**src/rtl/vga_sync_receiver.sv**
```systemverilog
`default_nettype none
// ============================================================================
// vga_sync_receiver : VGA sink that recovers X/Y from HS/VS, checks sync
//                     timing, streams active pixels and captures a probe pixel.
// Revision          : 1.0
// ============================================================================
module vga_sync_receiver #(
  parameter int unsigned H_ACTIVE = 640,
  parameter int unsigned H_FP     = 16,
  parameter int unsigned H_SYNC   = 96,
  parameter int unsigned H_BP     = 48,
  parameter int unsigned V_ACTIVE = 480,
  parameter int unsigned V_FP     = 10,
  parameter int unsigned V_SYNC   = 2,
  parameter int unsigned V_BP     = 33,
  parameter bit          SYNC_POL = 1'b0
) (
  input  logic        clk,
  input  logic        rst_n,
  input  logic        pix_en,
  input  logic        hs,
  input  logic        vs,
  input  logic [11:0] color_in,
  input  logic [9:0]  probe_x,
  input  logic [9:0]  probe_y,
  output logic        pix_valid,
  output logic [9:0]  x,
  output logic [9:0]  y,
  output logic [11:0] pix_color,
  output logic [11:0] probe_color,
  output logic        probe_hit,
  output logic        frame_done,
  output logic        locked,
  output logic        sync_err,
  output logic [7:0]  err_cnt
);

  localparam int unsigned H_TOTAL = H_ACTIVE + H_FP + H_SYNC + H_BP;
  localparam int unsigned V_TOTAL = V_ACTIVE + V_FP + V_SYNC + V_BP;

  localparam logic [9:0] C_H_LAST  = 10'(H_TOTAL - 1);
  localparam logic [9:0] C_V_LAST  = 10'(V_TOTAL - 1);
  localparam logic [9:0] C_H_START = 10'(H_SYNC + H_BP);
  localparam logic [9:0] C_H_END   = 10'(H_SYNC + H_BP + H_ACTIVE);
  localparam logic [9:0] C_V_START = 10'(V_SYNC + V_BP);
  localparam logic [9:0] C_V_END   = 10'(V_SYNC + V_BP + V_ACTIVE);
  localparam logic [9:0] C_CNT_MAX = 10'h3FF;

  typedef enum logic [1:0] {
    ACQ_H = 2'd0,
    ACQ_V = 2'd1,
    CHECK = 2'd2,
    LOCK  = 2'd3
  } state_t;

  state_t      r_state;
  logic        r_hs_q, r_hs_qq, r_vs_q, r_vs_qq;
  logic [9:0]  r_hcnt, r_vcnt;
  logic [9:0]  r_probe_x, r_probe_y;
  logic        r_pix_valid, r_probe_hit, r_frame_done, r_locked, r_sync_err;
  logic [9:0]  r_x, r_y;
  logic [11:0] r_pix_color, r_probe_color;
  logic [7:0]  r_err_cnt;

  logic       w_hs_act, w_vs_act, w_hs_start, w_vs_start;
  logic       w_checking, w_violation, w_active, w_emit;
  logic [9:0] w_x, w_y;

  assign w_hs_act   = (hs == SYNC_POL);
  assign w_vs_act   = (vs == SYNC_POL);
  assign w_hs_start = r_hs_q & ~r_hs_qq;
  assign w_vs_start = r_vs_q & ~r_vs_qq;

  // Several faults in the same tick collapse into one violation event.
  assign w_checking  = (r_state == CHECK) || (r_state == LOCK);
  assign w_violation = w_checking &&
                       ((w_hs_start && (r_hcnt != C_H_LAST)) ||
                        (r_hcnt == C_CNT_MAX) ||
                        (w_vs_start && (r_vcnt != C_V_LAST)) ||
                        (r_vcnt == C_CNT_MAX));

  assign w_active = (r_hcnt >= C_H_START) && (r_hcnt < C_H_END) &&
                    (r_vcnt >= C_V_START) && (r_vcnt < C_V_END);
  assign w_x      = r_hcnt - C_H_START;
  assign w_y      = r_vcnt - C_V_START;
  assign w_emit   = (r_state == LOCK) && w_active && !w_violation;

  always_ff @(posedge clk or negedge rst_n) begin
    if (!rst_n) begin
      r_state       <= ACQ_H;
      r_hs_q        <= 1'b0;
      r_hs_qq       <= 1'b0;
      r_vs_q        <= 1'b0;
      r_vs_qq       <= 1'b0;
      r_hcnt        <= '0;
      r_vcnt        <= '0;
      r_probe_x     <= '0;
      r_probe_y     <= '0;
      r_pix_valid   <= 1'b0;
      r_probe_hit   <= 1'b0;
      r_frame_done  <= 1'b0;
      r_locked      <= 1'b0;
      r_sync_err    <= 1'b0;
      r_x           <= '0;
      r_y           <= '0;
      r_pix_color   <= '0;
      r_probe_color <= '0;
      r_err_cnt     <= '0;
    end else begin
      r_pix_valid  <= 1'b0;
      r_probe_hit  <= 1'b0;
      r_frame_done <= 1'b0;
      r_sync_err   <= 1'b0;
      if (pix_en) begin
        r_hs_q    <= w_hs_act;
        r_hs_qq   <= r_hs_q;
        r_vs_q    <= w_vs_act;
        r_vs_qq   <= r_vs_q;
        r_probe_x <= probe_x;
        r_probe_y <= probe_y;

        // Counters saturate rather than wrap so a lost sync is detectable.
        if (w_hs_start)
          r_hcnt <= '0;
        else if (r_hcnt != C_CNT_MAX)
          r_hcnt <= r_hcnt + 10'd1;

        if (w_vs_start)
          r_vcnt <= '0;
        else if (w_hs_start && (r_vcnt != C_CNT_MAX))
          r_vcnt <= r_vcnt + 10'd1;

        if (w_violation) begin
          r_sync_err <= 1'b1;
          r_state    <= ACQ_H;
          r_locked   <= 1'b0;
          if (r_err_cnt != 8'hFF)
            r_err_cnt <= r_err_cnt + 8'd1;
        end else begin
          case (r_state)
            ACQ_H: if (w_hs_start) r_state <= ACQ_V;
            ACQ_V: if (w_vs_start) r_state <= CHECK;
            CHECK: if (w_vs_start) begin
              r_state  <= LOCK;
              r_locked <= 1'b1;
            end
            LOCK:  if (w_vs_start) r_frame_done <= 1'b1;
            default: r_state <= ACQ_H;
          endcase
        end

        if (w_emit) begin
          r_pix_valid <= 1'b1;
          r_x         <= w_x;
          r_y         <= w_y;
          r_pix_color <= color_in;
          if ((w_x == r_probe_x) && (w_y == r_probe_y)) begin
            r_probe_color <= color_in;
            r_probe_hit   <= 1'b1;
          end
        end
      end
    end
  end

  assign pix_valid   = r_pix_valid;
  assign x           = r_x;
  assign y           = r_y;
  assign pix_color   = r_pix_color;
  assign probe_color = r_probe_color;
  assign probe_hit   = r_probe_hit;
  assign frame_done  = r_frame_done;
  assign locked      = r_locked;
  assign sync_err    = r_sync_err;
  assign err_cnt     = r_err_cnt;

endmodule
`default_nettype wire

```
**config.mk**
```make
export PLATFORM = sky130hd
export DESIGN_NAME = vga_sync_receiver
export DESIGN_NICKNAME = d
export VERILOG_FILES = /design/src/rtl/vga_sync_receiver.sv
export SDC_FILE = /design/constraint.sdc
export NUM_CORES = 1
export LEC_CHECK = 0
export ABC_AREA = 1
export CORE_ASPECT_RATIO = 0.7
export CORE_UTILIZATION = 30
export DETAILED_ROUTE_END_ITERATION = 7
export PLACE_DENSITY = 0.52
export SYNTH_ARGS = -nofsm -noshare
export SYNTH_HDL_FRONTEND = slang
export SYNTH_SLANG_ARGS = --single-unit
```
**constraint.sdc**
```tcl
create_clock -name clk -period 1.85 [get_ports clk]
set_clock_uncertainty 0.05 [all_clocks]
set_input_delay 0.2775 -clock clk [delete_from_list [all_inputs] [get_ports clk]]
set_output_delay 0.2775 -clock clk [all_outputs]
set_load 0.05 [all_outputs]
```
==> impl_metrics.tcl, run 1 <==
set metrics [dict create \
    gp_congestion 0.848 \
    first_global_vias 4864 \
    clock_latency_ps 370 \
    grt_antenna_before_repair 0 \
    antenna_cells 0 \
    preCtsSetupSlack_ps -296 \
    clock_tree.htree_level_count 3 \
    crit_required_ps 2060 \
    num-fill-cells 1517 \
    worst_slew_pin_slew_ps 507 \
    setup_viol_count_final 57 \
    detailed_place.area_um2 6920 \
    wl_per_cell_um 14.6 \
    max_cap_violations 0 \
    numPortBuffers 93 \
    final_area_um2 8350 \
    run_status "complete, but fails checks" \
    netlist-cell-type-count 31 \
    core_region_area_um2 16500 \
    ff_latch_area_um2 2590 \
    setup.worst_path.end_class "flip-flop" \
    postSynthRegisterBits 103 \
    fin_ws_ps -272 \
    setup.worst_path.start_class "flip-flop" \
    routed_via_density 4.62 \
    total_die_area_um2 17700 \
    syn-cell-area_um2 5140 \
    vias 5022 \
    fmax_mhz 471 \
    grt_max_degree 37 \
    floorplan.initialDensity_pct 31.1 \
    synthesis.area_per_instance_um2 7.89 \
    layout.cells.most_common "sky130_fd_sc_hd__nand2_1" \
    timing.final.crit_period_ps 2120 \
    post_synth_inst_count 652 \
    grt_remaining_overflow 0 \
    timing.final.max_slew_violations 0 \
    synth-edff-count 0 \
    fin_nets 905 \
    grt_pass1_wl_um 23800 \
    area.growth.synth_to_final_pct 62.3 \
    postSynthNetCount 701 \
    timing.final.hold_violations 0 \
    rsz0062_at_grt "yes" \
    total_power_mw 7.25 \
    clock-sinks 103 \
    most-common-layout-cells "sky130_fd_sc_hd__nand2_1 (169), sky130_fd_sc_hd__buf_4 (114), sky130_fd_sc_hd__dfrtp_1 (93)" \
    detail-route-antenna-nets 0 \
    yosysWarnings 0 \
    totalWireLength_um 15900 \
    clockRootBuffer "sky130_fd_sc_hd__clkbuf_16" \
    cp_max_fo 7 \
    worst_setup_hold_path_clk_slew_ps 80 \
    path_class "reg -> reg" \
    cts_tree "built" \
    ctsLongestPathBuffers 2 \
    violations "negative setup slack" \
    layout.core_utilization_pct 50.5 \
    synth_top_flop_cell "sky130_fd_sc_hd__dfrtp_1" \
    grt.total_usage_pct 17.3 \
    boundary_pins 94 \
    die_height_um 112 \
    drive_gt1_share_pct 38.8 \
    cts_inserted_buffers 9 \
    placementRows 39 \
    yosysSeqAreaShare_pct 50.1 \
    dpl.cell_count 1043 \
    power_density_nw_per_um2 868 \
    place_hpwl_um 10900 \
    max_slew_margin_pct 66.1 \
    ys_async_sr_fraction_pct 100 \
    final.hold.worst_slack_ps 324 \
    vdd.ir_drop.worst_uv 587 \
    drc_viols 0 \
    layout_worst_path_cycle_share_pct 115 \
    dieWidth_um 159 \
    leakage_power_nw 4.21 \
    hold_class "in -> async" \
    drtIter0Drc 234 \
    crit_path_dat_ps 2330 \
    final_cell_count_no_fill 1086 \
    finalSetupTns_ps -9250 \
    multi_input_comb_area_um2 2910 \
    drt_pass_1_iters 4 \
]
==> per-layer routing <==
| metal | part of all wire [%] | track usage (%) | up-vias |
|---|---|---|---|
| met5 | 0 | 0 | - |
| met4 | 1.6 | 3.65 | 0 |
| met3 | 4.9 | 4.28 | 21 |
| met2 | 45 | 26.6 | 115 |
| met1 | 48 | 24.5 | 2383 |
| li1 | - | - | 2503 |
==> path summary, 6_finish.rpt <==
kind / from / to / slack (ps) / cells after the start
min in group clk: probe_x[1] / r_probe_x[1] / 430 / 3
max: r_hcnt[5] / probe_color[9] / -270 / 13
min reg2reg: pix_color[9] / pix_color[9] / 430 / 2
max reg2reg: r_hcnt[5] / probe_color[9] / -270 / 13
min: rst_n / x[4] / 320 / 2
max in group asynchronous: rst_n / err_cnt[1] / 840 / 3
==> worst max-delay path: stages (launching register included) <==
cell	delay, ps
sky130_fd_sc_hd__dfrtp_1	410
sky130_fd_sc_hd__inv_2	90
sky130_fd_sc_hd__ha_4	290
sky130_fd_sc_hd__inv_2	40
sky130_fd_sc_hd__nand2_2	50
sky130_fd_sc_hd__nand2_2	70
sky130_fd_sc_hd__nor2_4	120
sky130_fd_sc_hd__nand3_2	70
sky130_fd_sc_hd__nor2_2	130
sky130_fd_sc_hd__nand4_1	140
sky130_fd_sc_hd__nor2_4	230
sky130_fd_sc_hd__nand3_4	170
sky130_fd_sc_hd__nand2_2	110
sky130_fd_sc_hd__nand2_1	60
==> cells by family (layout without fill, tap and decap cells) <==
group                      Yosys count  count (layout)  share of synthesized area (%)
AOI/OAI and AO/OA                   84              85                           8.76
xor gates and xnor gates             7               7                           1.19
adders and majority gates           12              12                           2.92
buffers and inverters               91             298                           7.30
DFF                                103             103                           50.1
and+or+nand+nor                    355             356                           29.7
==> flip-flops by register name, summed over array words and instances (netlist names), 2 cells and up <==
register and flops:
r_probe_x 10, err_cnt 8, r_hcnt 10, y 10, r_state 2, probe_color 12
r_vcnt 10, r_probe_y 10, x 10, pix_color 12
==> power by group <==
| part | total, mW | switching, mW | internal (mW) | leakage (nW) |
|---|---|---|---|---|
| registers | 2.73 | 0.231 | 2.50 | 1.36 |
| logic | 2.54 | 1.50 | 1.04 | 2.70 |
| clock network | 1.97 | 1.01 | 0.969 | 0.150 |
| total | 7.25 | 2.74 | 4.51 | 4.21 |
==> synthesized netlist by cell type (3+ instances only) <==
master | instances | area (µm²)
sky130_fd_sc_hd__nor4_1 | 3 | 18.8
sky130_fd_sc_hd__nand4_1 | 17 | 106
sky130_fd_sc_hd__nand3_1 | 31 | 155
sky130_fd_sc_hd__a31oi_1 | 7 | 43.8
sky130_fd_sc_hd__nand2_2 | 3 | 18.8
sky130_fd_sc_hd__nor2_2 | 3 | 18.8
sky130_fd_sc_hd__inv_1 | 69 | 259
sky130_fd_sc_hd__nand2_1 | 234 | 878
sky130_fd_sc_hd__dfrtp_1 | 103 | 2580
sky130_fd_sc_hd__nor2_1 | 42 | 158
sky130_fd_sc_hd__nor3_1 | 9 | 45.0
sky130_fd_sc_hd__clkbuf_1 | 4 | 15.0
sky130_fd_sc_hd__ha_1 | 12 | 150
sky130_fd_sc_hd__nand3_2 | 3 | 30.0
sky130_fd_sc_hd__buf_2 | 9 | 45.0
sky130_fd_sc_hd__a21oi_1 | 13 | 65.1
sky130_fd_sc_hd__nor2_4 | 4 | 45.0
sky130_fd_sc_hd__xor2_1 | 6 | 52.6
sky130_fd_sc_hd__o21ai_0 | 58 | 290
sky130_fd_sc_hd__o22ai_1 | 3 | 18.8
sky130_fd_sc_hd__inv_2 | 5 | 18.8
==> repair_timing <==
action	in CTS	in global routing
endpoints found under the hold margin	23	0
gates resized for setup	66	211
setup endpoints to repair	92	80
pin swaps	10	60
setup buffers	7	10
gates cloned	4	7
hold buffers	1	0
==> layout make-up <==
type | count | area share [%]
flip-flops and latches | 103 | 31.0
well taps | 225 | 3.37
inverters | 74 | 3.60
clock inverters | 7 | 0.974
multi-input cells | 460 | 34.9
repair buffers | 208 | 23.5
clock buffers | 9 | 2.70
Power figures use the tool's default switching activity.
==> inputs of run 2 (changes only) <==
- ABC_AREA: 1 -> not set
- GPL_TIMING_DRIVEN: not set -> 0
- PLACE_DENSITY: 0.52 -> 0.53
==> impl_metrics.tcl, run 2 <==
set metrics [dict create \
    run_status "complete, but fails checks" \
    violations "negative setup slack" \
    synthesis.area_per_instance_um2 11.3 \
    endpoint "probe_color[6]" \
    worstPathCellList "buf_6 -> ha_4 -> o41a_1 -> buf_6 -> xor2_2 -> a2111oi_4 -> nand4_2 -> nor4b_4 -> buf_4 -> buf_8 -> mux2_4" \
    setup.worst_path.start_class "flip-flop" \
    numPortBuffers 92 \
    most-common-layout-cells "sky130_fd_sc_hd__dfrtp_1 (98), sky130_fd_sc_hd__clkdlybuf4s50_1 (38), sky130_fd_sc_hd__buf_4 (32)" \
    clock_latency_ps 350 \
    num-fill-cells 1545 \
    detailed_place.area_um2 6380 \
    critical_path.reg2reg.endpoint "probe_color[6]" \
    ff_latch_area_um2 2580 \
    synth_top_flop_cell "sky130_fd_sc_hd__dfrtp_1" \
    wl_per_cell_um 16.8 \
    path_class "reg -> reg" \
    critPathMaxStageDelay_ps 400 \
    worst_reg2reg_path_depth 11 \
    drive_gt1_share_pct 33.9 \
    boundary_pins 94 \
    grt_antenna_before_repair 0 \
    cts_inserted_buffers 9 \
    timing.critical_path.mode_cell "sky130_fd_sc_hd__buf_6" \
    timing.final.hold_violations 0 \
    critPathTopFamily "compound AO/OA/AOI/OAI gates" \
    fin_nets 648 \
    finalSetupTns_ps -52140 \
    multi_input_comb_area_um2 2700 \
    rsz0062_at_grt "yes" \
    area.growth.synth_to_final_pct 51.6 \
    ys_async_sr_fraction_pct 100 \
    drtIter0Drc 163 \
    clock-sinks 103 \
    netlist.top_cell.by_area "sky130_fd_sc_hd__dfrtp_1" \
    setup_viol_count_final 77 \
    layout_worst_path_cycle_share_pct 160 \
    crit_path_dat_ps 3140 \
    routed_via_density 4.70 \
    floorplan.initialDensity_pct 30.8 \
    syn-cell-area_um2 5040 \
    antenna_cells 0 \
    grt_pass1_wl_um 22200 \
    worst_path_max_delay_cell "sky130_fd_sc_hd__dfrtp_1" \
    netlist_top_cells_area "sky130_fd_sc_hd__dfrtp_1 (51%), sky130_fd_sc_hd__mux2_2 (9.2%), sky130_fd_sc_hd__xnor2_1 (5.6%)" \
    slack_of_the_worst_reg_to_reg_path_ps -1110 \
    worst_setup_hold_path_clk_slew_ps 70 \
    total_die_area_um2 17300 \
    detail-route-antenna-nets 0 \
    hold_class "reg -> reg" \
    totalWireLength_um 13900 \
    crit-reg2reg-launch "r_vcnt[0]" \
    max_slew_margin_pct 49.8 \
    drt_pass_1_iters 4 \
    critical_path_launch_point "r_vcnt[0]" \
    gp_congestion 0.808 \
    fmax_mhz 338 \
    layout.cells.most_common "sky130_fd_sc_hd__dfrtp_1" \
    synth-edff-count 0 \
    core_region_area_um2 16400 \
    final.hold.worst_slack_ps 428 \
    final_area_um2 7640 \
    first_global_vias 3962 \
    crit_required_ps 2030 \
    timing.final.crit_period_ps 2960 \
    post_synth_inst_count 446 \
    synth.most_common_cell "sky130_fd_sc_hd__dfrtp_1" \
    max_cap_violations 0 \
    drc_viols 0 \
    power_density_nw_per_um2 784 \
    worst_slew_pin_slew_ps 751 \
    vias 3899 \
    dieWidth_um 157 \
    yosysSeqAreaShare_pct 51.1 \
    ctsLongestPathBuffers 2 \
    fin_ws_ps -1110 \
    yosysWarnings 0 \
    setup.worst_path.end_class "flip-flop" \
    grt.total_usage_pct 16.8 \
    cts_tree "built" \
    postSynthNetCount 495 \
    cp_max_fo 6 \
    clock_tree.htree_level_count 3 \
    post_synth_most_frequent_cells "sky130_fd_sc_hd__dfrtp_1 (103), sky130_fd_sc_hd__mux2_2 (41), sky130_fd_sc_hd__nor2_1 (35), sky130_fd_sc_hd__xnor2_1 (32), sky130_fd_sc_hd__nand2_1 (31)" \
    die_height_um 110 \
    grt_max_degree 58 \
    clockRootBuffer "sky130_fd_sc_hd__clkbuf_16" \
    vdd.ir_drop.worst_uv 682 \
    timing.critical_path.depth 11 \
    timing.final.max_slew_violations 0 \
    placementRows 39 \
    grt_remaining_overflow 0 \
    place_hpwl_um 9170 \
    netlist-cell-type-count 46 \
    leakage_power_nw 3.96 \
    bufs_and_invs_on_worst_path 4 \
    yosys.area.top_type_share_pct 51.1 \
    postSynthRegisterBits 103 \
]
run 2: cell types whose count changed after synthesis, moves of 7 or more:
cell                       previous run  this run
sky130_fd_sc_hd__xnor2_1              1        32
sky130_fd_sc_hd__and3_1               0         8
sky130_fd_sc_hd__clkbuf_1             4        13
sky130_fd_sc_hd__nand3_1             31        14
sky130_fd_sc_hd__mux2_2               0        41
sky130_fd_sc_hd__o21ai_0             58        29
sky130_fd_sc_hd__xor2_1               6        21
sky130_fd_sc_hd__mux2_4               0        10
sky130_fd_sc_hd__nor2_1              42        35
sky130_fd_sc_hd__inv_1               69        15
sky130_fd_sc_hd__a31oi_1              7         0
sky130_fd_sc_hd__nand2_1            234        31
run 2: worst register-to-register path: stages (launching register included):
cell and delay [ps]:
sky130_fd_sc_hd__dfrtp_1 400, sky130_fd_sc_hd__buf_6 130, sky130_fd_sc_hd__ha_4 180, sky130_fd_sc_hd__o41a_1 380
sky130_fd_sc_hd__buf_6 150, sky130_fd_sc_hd__xor2_2 150, sky130_fd_sc_hd__a2111oi_4 360, sky130_fd_sc_hd__nand4_2 170
sky130_fd_sc_hd__nor4b_4 270, sky130_fd_sc_hd__buf_4 170, sky130_fd_sc_hd__buf_8 130, sky130_fd_sc_hd__mux2_4 300
run 2: worst min path at each step:
stage / from / end / depth (start not counted)
after detailed placement: rst_n / x[7] / 1
final: y[6] / y[6] / 2
after global routing: hs / r_hs_q / 2
after CTS: hs / r_hs_q / 2
after floorplan: rst_n / err_cnt[0] / 0
after global placement: y[4] / y[4] / 2
run 2: what timing repair did:
action	in CTS	in global routing
pin swaps	25	10
hold buffers	1	0
hold endpoints to repair	46	0
endpoints found under the setup margin	92	103
gates resized for setup	112	79
setup buffers	32	17
cloned	5	0
run 2: power by group:
| group | total, mW | switching, mW | internal (mW) | leakage, nW |
|---|---|---|---|---|
| logic | 1.59 | 0.864 | 0.729 | 2.48 |
| clock network | 1.77 | 0.859 | 0.915 | 0.126 |
| registers | 2.63 | 0.203 | 2.42 | 1.36 |
run 2: final cells by class:
| class | instances | area share [%] |
|---|---|---|
| repair buffers | 147 | 20.5 |
| plain buffers | 20 | 2.54 |
| multi-input cells | 303 | 35.3 |
| inverters | 15 | 0.769 |
| flip-flops and latches | 103 | 33.8 |
| well taps | 225 | 3.68 |
| clock buffers | 11 | 3.04 |
| clock inverters | 5 | 0.442 |
run 2: per-stage QoR:
stage | cells | worst slack (ps) | power [mW] | utilization [%]
final | 829 | -1110 | 5.99 | 46.6
after global placement | 763 | -3960 | 3.94 | 38.7
after CTS | 815 | -1140 | 5.99 | 44.6
after global routing | 829 | -1200 | 6.31 | 46.6
after detailed placement | 764 | -1490 | 3.99 | 38.9
after floorplan | 446 | -935 | 3.53 | -
run 2: cells by family (layout without fill, tap and decap cells):
family | after synthesis | after routing | share of synthesized area, %
compound gates | 62 | 62 | 8.44
xor+xnor | 53 | 53 | 9.21
flops | 103 | 103 | 51.1
fa+ha+maj | 12 | 12 | 2.98
mux | 51 | 51 | 12.1
buf+inv | 40 | 198 | 3.60
simple gates | 125 | 125 | 12.5
run 2: per-layer routing:
metal  vias up  part of all wire [%]  global-route usage (%)
met3         6                   5.4                    3.69
met4         0                  0.67                    3.66
met1      1958                    51                    25.8
met5         -                     0                       0
met2        88                    43                    23.8
li1       1847                     -                       -
